File: config.mk
export PLATFORM = sky130hd
export DESIGN_NAME = id_stage
export DESIGN_NICKNAME = d
export VERILOG_FILES = /design/src/rtl/cpu_defs.sv /design/src/rtl/register_file.sv /design/src/rtl/id_stage.sv
export SDC_FILE = /design/constraint.sdc
export NUM_CORES = 2
export LEC_CHECK = 0
export CORE_UTILIZATION = 46
export CTS_CLUSTER_SIZE = 30
export DETAILED_ROUTE_END_ITERATION = 7
export GPL_TIMING_DRIVEN = 0
export PLACE_DENSITY = 0.71
export SLEW_MARGIN = 20
export SYNTH_ARGS = -nofsm -noshare
export SYNTH_HDL_FRONTEND = slang
export SYNTH_HIERARCHICAL = 1
export SYNTH_SLANG_ARGS = --single-unit
File: constraint.sdc
create_clock -name Clk -period 2.88 [get_ports Clk]
set_input_delay 0.576 -clock Clk [delete_from_list [all_inputs] [get_ports Clk]]
set_output_delay 0.576 -clock Clk [all_outputs]
set_load 0.02 [all_outputs]
File: src/rtl/cpu_defs.sv
// -----------------------------------------------------------------------------
// cpu_defs -- definitions shared by the decode-stage files.
//
// Contents:
//   - Bit positions of the MIPS-style instruction fields.
//   - NOP_INSTR, REG_ZERO and OP_LW constants.
//   - if_id_t, the contents of the IF/ID pipeline register.
// -----------------------------------------------------------------------------
package cpu_defs;

    // Instruction field bit positions
    localparam int OPCODE_MSB = 31;
    localparam int OPCODE_LSB = 26;
    localparam int RS_MSB     = 25;
    localparam int RS_LSB     = 21;
    localparam int RT_MSB     = 20;
    localparam int RT_LSB     = 16;
    localparam int RD_MSB     = 15;
    localparam int RD_LSB     = 11;
    localparam int SHAMT_MSB  = 10;
    localparam int SHAMT_LSB  = 6;
    localparam int FUNCT_MSB  = 5;
    localparam int FUNCT_LSB  = 0;
    localparam int IMM_MSB    = 15;
    localparam int IMM_LSB    = 0;

    localparam logic [31:0] NOP_INSTR = 32'h0;
    localparam logic [4:0]  REG_ZERO  = 5'd0;
    localparam logic [5:0]  OP_LW     = 6'b100011;

    // IF/ID pipeline register contents
    typedef struct packed {
        logic [31:0] instr;
        logic [31:0] pc_plus4;
        logic        valid;
    } if_id_t;

endpackage

File: src/rtl/register_file.sv
// -----------------------------------------------------------------------------
// register_file -- general-purpose register array.
//
// The array has two asynchronous read ports and one synchronous write port.
// A synchronous reset clears every register. Register $0 always reads zero,
// and writes to it are dropped.
//
// Configuration macro:
//   ID_WRITE_BYPASS_EN
//     Defined:   a read of the register being written this cycle returns
//                write_data (write-through).
//     Undefined: the read returns the old contents until the next cycle.
//
// Ports:
//   clk          in   rising-edge clock
//   reset        in   synchronous, active-high; clears all registers
//   read_addr1   in   5-bit read address, port 1
//   read_addr2   in   5-bit read address, port 2
//   write_en     in   write enable
//   write_addr   in   5-bit write address
//   write_data   in   DATA_W write data
//   read_data1   out  DATA_W data for read_addr1
//   read_data2   out  DATA_W data for read_addr2
// -----------------------------------------------------------------------------
module register_file
    import cpu_defs::*;
#(
    parameter int NUM_REGS = 32,
    parameter int DATA_W   = 32
) (
    input  logic              clk,
    input  logic              reset,
    input  logic [4:0]        read_addr1,
    input  logic [4:0]        read_addr2,
    input  logic              write_en,
    input  logic [4:0]        write_addr,
    input  logic [DATA_W-1:0] write_data,
    output logic [DATA_W-1:0] read_data1,
    output logic [DATA_W-1:0] read_data2
);

    logic [DATA_W-1:0] regs [NUM_REGS];

    // NOTE: the whole array is cleared on reset because software expects every
    // GPR to start at zero. This rules out block-RAM inference, which is
    // acceptable for a 32-entry array.
    always_ff @(posedge clk) begin
        if (reset) begin
            for (int i = 0; i < NUM_REGS; i++) begin
                regs[i] <= '0;
            end
        end else if (write_en && (write_addr != REG_ZERO)) begin
            regs[write_addr] <= write_data;
        end
    end

    function automatic logic [DATA_W-1:0] read_port(input logic [4:0] addr);
        logic [DATA_W-1:0] data;
        if (addr == REG_ZERO) begin
            data = '0;
`ifdef ID_WRITE_BYPASS_EN
        end else if (write_en && (write_addr == addr)) begin
            data = write_data;
`endif
        end else begin
            data = regs[addr];
        end
        return data;
    endfunction

    always_comb begin
        read_data1 = read_port(read_addr1);
        read_data2 = read_port(read_addr2);
    end

endmodule

File: src/rtl/id_stage.sv
// -----------------------------------------------------------------------------
// id_stage -- instruction-decode pipeline stage.
//
// This stage contains three blocks:
//   - The IF/ID register, with update priority Reset > Flush > stall > load.
//   - Combinational field decode and sign extension.
//   - Load-use hazard detection.
// It also instantiates register_file.
//
// Configuration macro:
//   ID_WRITE_BYPASS_EN
//     Enables same-cycle write-through in register_file.
//
// Ports:
//   Clk             in   rising-edge clock
//   Reset           in   synchronous, active-high
//   IF_Instruction  in   instruction word from fetch
//   IF_PCPlus4      in   PC+4 from fetch
//   Flush           in   taken branch/jump; squash IF/ID
//   EX_MemRead      in   the instruction in EX is a load
//   EX_Rt           in   destination register of that load
//   WB_RegWrite     in   write-back enable
//   WB_WriteReg     in   write-back register address
//   WB_WriteData    in   write-back data
//   HazardStall     out  to fetch: hold the PC and IF/ID
//   ID_Valid        out  EX may consume this cycle's outputs
//   ID_PCPlus4      out  latched PC+4
//   ID_ReadData1/2  out  GPR[rs] and GPR[rt]
//   ID_ImmExt       out  sign-extended instr[15:0]
//   ID_Opcode, ID_Funct, ID_Rs, ID_Rt, ID_Rd, ID_Shamt
//                   out  decoded instruction fields
// -----------------------------------------------------------------------------
module id_stage
    import cpu_defs::*;
#(
    parameter int NUM_REGS = 32,
    parameter int DATA_W   = 32
) (
    input  logic              Clk,
    input  logic              Reset,
    input  logic [31:0]       IF_Instruction,
    input  logic [31:0]       IF_PCPlus4,
    input  logic              Flush,
    input  logic              EX_MemRead,
    input  logic [4:0]        EX_Rt,
    input  logic              WB_RegWrite,
    input  logic [4:0]        WB_WriteReg,
    input  logic [DATA_W-1:0] WB_WriteData,
    output logic              HazardStall,
    output logic              ID_Valid,
    output logic [31:0]       ID_PCPlus4,
    output logic [DATA_W-1:0] ID_ReadData1,
    output logic [DATA_W-1:0] ID_ReadData2,
    output logic [DATA_W-1:0] ID_ImmExt,
    output logic [5:0]        ID_Opcode,
    output logic [5:0]        ID_Funct,
    output logic [4:0]        ID_Rs,
    output logic [4:0]        ID_Rt,
    output logic [4:0]        ID_Rd,
    output logic [4:0]        ID_Shamt
);

    if_id_t     if_id;
    logic [4:0] rs;
    logic [4:0] rt;

    // IF/ID register. A flush holds the PC+4 field: once valid is cleared,
    // the value has no meaning to EX.
    // NOTE: all sequential state uses non-blocking assignments. Every flop
    // then samples the pre-edge values, so the evaluation order of the
    // always blocks cannot affect the result.
    always_ff @(posedge Clk) begin
        if (Reset) begin
            if_id.instr    <= NOP_INSTR;
            if_id.pc_plus4 <= '0;
            if_id.valid    <= 1'b0;
        end else if (Flush) begin
            if_id.instr    <= NOP_INSTR;
            if_id.valid    <= 1'b0;
        end else if (!HazardStall) begin
            if_id.instr    <= IF_Instruction;
            if_id.pc_plus4 <= IF_PCPlus4;
            if_id.valid    <= 1'b1;
        end
    end

    assign rs = if_id.instr[RS_MSB:RS_LSB];
    assign rt = if_id.instr[RT_MSB:RT_LSB];

    // A load in EX whose destination is one of our sources forces one bubble.
    // $0 is never a real dependency. A NOP has rs = rt = 0, so it never stalls.
    // NOTE: every output of a combinational block is given a default first.
    // Otherwise, a path that skips an assignment would infer a latch.
    always_comb begin
        HazardStall = 1'b0;
        if (if_id.valid && EX_MemRead && (EX_Rt != REG_ZERO) &&
            ((EX_Rt == rs) || (EX_Rt == rt))) begin
            HazardStall = 1'b1;
        end
    end

    assign ID_Valid   = if_id.valid & ~HazardStall;
    assign ID_PCPlus4 = if_id.pc_plus4;
    assign ID_Opcode  = if_id.instr[OPCODE_MSB:OPCODE_LSB];
    assign ID_Funct   = if_id.instr[FUNCT_MSB:FUNCT_LSB];
    assign ID_Rs      = rs;
    assign ID_Rt      = rt;
    assign ID_Rd      = if_id.instr[RD_MSB:RD_LSB];
    assign ID_Shamt   = if_id.instr[SHAMT_MSB:SHAMT_LSB];
    assign ID_ImmExt  = {{(DATA_W-16){if_id.instr[IMM_MSB]}},
                         if_id.instr[IMM_MSB:IMM_LSB]};

    register_file #(
        .NUM_REGS (NUM_REGS),
        .DATA_W   (DATA_W)
    ) u_register_file (
        .clk        (Clk),
        .reset      (Reset),
        .read_addr1 (rs),
        .read_addr2 (rt),
        .write_en   (WB_RegWrite),
        .write_addr (WB_WriteReg),
        .write_data (WB_WriteData),
        .read_data1 (ID_ReadData1),
        .read_data2 (ID_ReadData2)
    );

endmodule

Yosys cells after proc, flatten, opt, wreduce, memory -nomap -nowiden
Memories as Yosys holds them, arrays and structs flattened. A register that Yosys moved wholly into a read port is not among the register bits.
Cells that the tools add are included.
W data, S select, Z words.
{ "totals": {"reg_bits": 65, "ram_bits": 1024, "in_bits": 111, "output_inout_bits": 162, "wordCells": 36, "mem_count": 1} }
{ "memory_table": {"columns": ["name", "words", "word_bits", "rd", "rd_ports_with_merged_regs", "wr", "line", "text"], "rows": [
  ["u_register_file.regs", 32, 32, 2, 2, 32, "register_file.sv:42", "logic [DATA_W-1:0] regs [NUM_REGS];"]
]} }
{ "classes": {"n_eq_ne": 2, "muxes": 15, "bitwise_logic": 3, "reduce_logical": 12} }
{ "ops": {"columns": ["cell", "n"], "rows": [
  ["$mux W32", 3],
  ["$reduce_or A32 Y1", 1],
  ["$mux W5", 5],
  ["$eq A5 B5 Y1", 2],
  ["$logic_not A5 Y1", 2],
  ["$reduce_bool A5 Y1", 2],
  ["$mux W1", 7],
  ["$logic_and A1 B1 Y1", 4],
  ["$not A1 Y1", 2],
  ["$reduce_and A2 Y1", 1],
  ["$reduce_or A2 Y1", 1],
  ["$and A1 B1 Y1", 1],
  ["$logic_or A1 B1 Y1", 1]
]} }

Longest topological paths before layout
{ "logic_depth": {"word_depth": 7, "ltp_mapped": 9, "mapped_depth_nobuf": 5} }

By module
The synthesis kept the hierarchy.
{ "by_module_without_submodules": {"columns": ["module", "n_inst", "cells_per_inst", "area_per_inst_um2", "seq_area_each_um2"], "rows": [
  ["register_file", 1, 3502, 54232.0, 30749.5],
  ["id_stage", 1, 511, 4144.0, 1301.2]
]} }

Worst setup path before layout
OpenSTA, ideal clock, no wires.
{ "synth_timing": {"kind": "flip-flop to output port", "start": "register if_id, in the netlist ID_Rs[0]", "end": "output ID_ReadData1[30]", "arrival_time_ns": 2.361, "required_time_ns": 2.304, "setup_slack_ns": -0.057, "stages_incl_launch_ff": 7, "n_path_buf": 3, "path_cell_list": "dfxtp_1 -> clkbuf_1 -> buf_6 -> buf_4 -> mux4_2 -> mux2i_1 -> a2111oi_0"} }
{ "synth_between": {"elab_chain_cells": 2} }
{ "synth_rtl": {"columns": ["element", "line", "text"], "rows": [
  ["from (decl)", "id_stage.sv:63", "if_id_t if_id;"],
  ["$logic_not A5 Y1", "register_file.sv:59", "if (addr == REG_ZERO) begin"],
  ["$mux W32", "register_file.sv:59", null],
  ["to (decl)", "id_stage.sv:52", "output logic [DATA_W-1:0] ID_ReadData1,"]
]} }
Every way passes these cells.

Worst setup path in the final report
{ "layout_timing": {"start": "register if_id, in the netlist ID_Rs[0]", "end": "output ID_ReadData1[17]"} }
Same word-level chain as after synthesis.

==> results.cfg <==
[hold_path]
hold_path_class = in -> reg
hold_start = IF_Instruction[25]

[logic_synthesis]
async_flop_share = 0
synth.largest_area_cell = edfxtp_1
yosys_warnings = 6
yosys-top-cells-area = edfxtp_1 53%, mux4_2 18%, and2_1 11%, mux2i_1 3.1%, dfxtp_1 2.2%
synthCells = 4013
synth_area_um2 = 58380
ys_seq_area_frac = 0.5490
avgSynthCellArea_um2 = 14.55
yosysTopAreaCellShare = 0.5267
synth_cell_type_count = 50
ys.flop_type = edfxtp_1
synth_edf_count = 1024
synth_seq_cells = 1089

[power]
p_seq_frac = 0.464
pwr-share-clk = 0.372
power.switching_mw = 10.79
power_density_nw_per_um2 = 545.6
peakVddDrop_v = 0.0005080
internal_power_mw = 29.54
power_frac_comb = 0.164
p_sw_frac = 0.2675
finalPower_mw = 40.33
power_leakage_nw = 24.99

[setup_path]
r2r-end = ID_PCPlus4[17]$_SDFFE_PP0P_
critical_path.slowest_cell = a2111oi_4
path_delay_family = buffers and inverters
startpoint_type = flop
crit_type = reg -> out
r2r_cells = 10
slowest_delay_ns = 0.71
critPathMaxFanout = 6
rrSetupSlack_ns = 0.57
crit_chain = clkbuf_16, buf_16, buf_16, buf_12, buf_16, mux4_2, a2111oi_4, nor3_4, buf_6
cp.required_ns = 2.30
crit_start = ID_Rs[0]$_SDFFE_PP0N_
end_kind = output port
cp.depth = 9
critPathArrivalTime_ns = 3.60
crit_buf_inv = 6
cp_common_cell = buf_16
timing.rr.start = ID_Rt[1]$_SDFFE_PP0N_
critPathCapture = ID_ReadData1[17]

[cells_and_area]
drive_gt1_frac = 0.3276
stdcell_area_um2 = 73920
nets = 4749
seq_area_um2 = 32080
layout_common_cells = 1024 x edfxtp_1, 994 x and2_1, 472 x mux4_2, 235 x buf_4, 228 x clkbuf_1
fill_cells = 9325
final_common_cell = edfxtp_1
area_growth_pct = 26.62
multiInputGateArea_um2 = 26360

[routing]
drc_errors = 1
drt-pass1-iter-count = 8
initialDrtViolationCount = 7925
wl_per_cell_um = 37.53
drt_wl_total_mm = 239.9
antenna_left = 0
via_per_inst = 6.838
vias = 43710

[timing]
min_period_ns = 4.174
rsz0062_at_grt = yes
hold_viol = 0
drv_slew = 0
tightest_slew_ns = 1.288
slew_headroom = 0.1415
finalWorstSetupSlack_ns = -1.294
worst_clock_skew_ns = 0.008945
finalSetupViolCount = 663
fin_hold_ws_ns = 0.3975
fin_crit_sh = 1.449
max_freq_mhz = 239.6

[cts]
cts-root-buf = clkbuf_16
cts.path.max_buffers = 3
cts_buffers = 115
clkLatencyLatePin_ns = 0.74
clkSinkCount = 1089
cts_tree = yes
clk_transition_reported_paths_ns = 0.06
htreeDepth = 3

[global_routing]
antenna_found_initial = 10
grt_max_degree = 33
grt_first_pass_wirelength_mm = 321.7
grt_use_total = 0.3666
grt-ovfl-total = 0
grt_pass1_vias = 41640

[outcome]
violations = design-rule violations, negative setup slack
status = finished, violations left

[die]
die_area_um2 = 128300
initial_core_util = 0.4643
core_area_um2 = 125700
die_w_um = 358.2
ioPinCount = 273
die_height_um = 358.2
rows = 130

[place]
place_area_um2 = 63410
post-dp-hpwl_mm = 153.4
pre_cts_slack_ns = -2.656
gp_congestion = 1.020
numPortBuffers = 271

[flow_run]
max-cap-violations = 0
## synth_stat cells, drive strengths merged (2+ instances only)
cell and number:
a32o 4, inv 2, buf 228, nand4bb 2, nor3 56, o21ai 36, nor4b 35, clkbuf 297
a2111oi 55, nand2b 5, xor2 10, nand3 5, nor3b 32, or2 33, or3b 4, nand3b 5
and2 995, and3 3, nor2b 15, mux2i 182, a221oi 4, a211o 32, edfxtp 1024, a22oi 17
dfxtp 65, nor4 6, a21oi 12, or3 2, o22ai 103, a22o 51, mux2 30, nand2 135
a221o 2, a211oi 7, mux4 472, nor2 40
## sequential cells by signal, indices dropped and copies added (netlist names)
register	count
ID_ImmExt	10
if_id	1
ID_Opcode	6
ID_Funct	6
ID_Rt	5
u_register_file/regs	1024
ID_PCPlus4	32
ID_Rs	5
## per-stage QoR
stage / instances / util / TNS [ns]
3_5_place_dp: 5967 / 0.5043 / -1870.20
2_1_floorplan: 4044 / - / 0
5_1_grt: 6389 / 0.5878 / -74.77
3_3_place_gp: 5965 / 0.5032 / -2079.37
6_report: 6393 / 0.5879 / -163.98
4_1_cts: 6303 / 0.5762 / -62.36
## worst min-delay path: stages
cell,delay [ns]
clkdlybuf4s50_1,0.40
nand2_1,0.06
mux2i_1,0.05
## routing by layer
| metal | vias to the layer above | part of all wire | global-route usage |
|---|---|---|---|
| li1 | 16530 | - | - |
| met1 | 21700 | 0.32 | 0.4460 |
| met2 | 4541 | 0.42 | 0.5238 |
| met3 | 936 | 0.17 | 0.1627 |
| met4 | 10 | 0.080 | 0.2506 |
| met5 | - | 0.00045 | 0 |
## area by class of cell
| cell class | count | area share |
|---|---|---|
| clock inverters | 67 | 0.008226 |
| diodes | 6 | 0.0002031 |
| well taps | 1650 | 0.02793 |
| flip-flops and latches | 1089 | 0.4340 |
| clock buffers | 149 | 0.04201 |
| plain buffers | 509 | 0.05809 |
| repair buffers | 484 | 0.07285 |
| inverters | 2 | 0.0001016 |
| multi-input cells | 2437 | 0.3566 |
## repair_timing
action / CTS / global route
pin swaps: 98 / 106
endpoints found under the setup margin: 1297 / 454
cloned: 19 / 7
gates resized for setup: 1229 / 232
hold buffers: 0 / 0
buffers inserted: 108 / 99
## worst min-delay path by stage
stage	to	slack (ns)	depth (start not counted)
after floorplan	ID_Opcode[0]$_SDFFE_PP0N_	0.44	2
after global placement	ID_Opcode[3]$_SDFFE_PP0N_	0.45	2
after detailed placement	ID_Opcode[3]$_SDFFE_PP0N_	0.46	2
after CTS	ID_Rt[1]$_SDFFE_PP0N_	0.37	3
after global routing	ID_Rs[4]$_SDFFE_PP0N_	0.40	3
final	ID_Rs[4]$_SDFFE_PP0N_	0.40	3
## power groups by stage
stage / logic (mW) / clock network (mW) / registers [mW]
after detailed placement: 5.06 / 0 / 19.0
final: 6.60 / 15.0 / 18.7
after floorplan: 2.89 / 0 / 18.8
after CTS: 6.07 / 15.0 / 18.7
after global placement: 4.99 / 0 / 19.0
after global routing: 6.64 / 15.6 / 18.8
## cell families (layout without fill, tap and decap cells)
logic type,count (synthesis),in the layout,share of synthesized area
buf+inv,527,1211,0.04675
flops,1089,1089,0.5490
simple gates,1377,1386,0.1417
mux,684,684,0.2191
other cells,1,38,0.00006424
xor+xnor,10,10,0.001500
compound gates,325,325,0.04182
No activity file was read; power rests on OpenSTA's default activity.
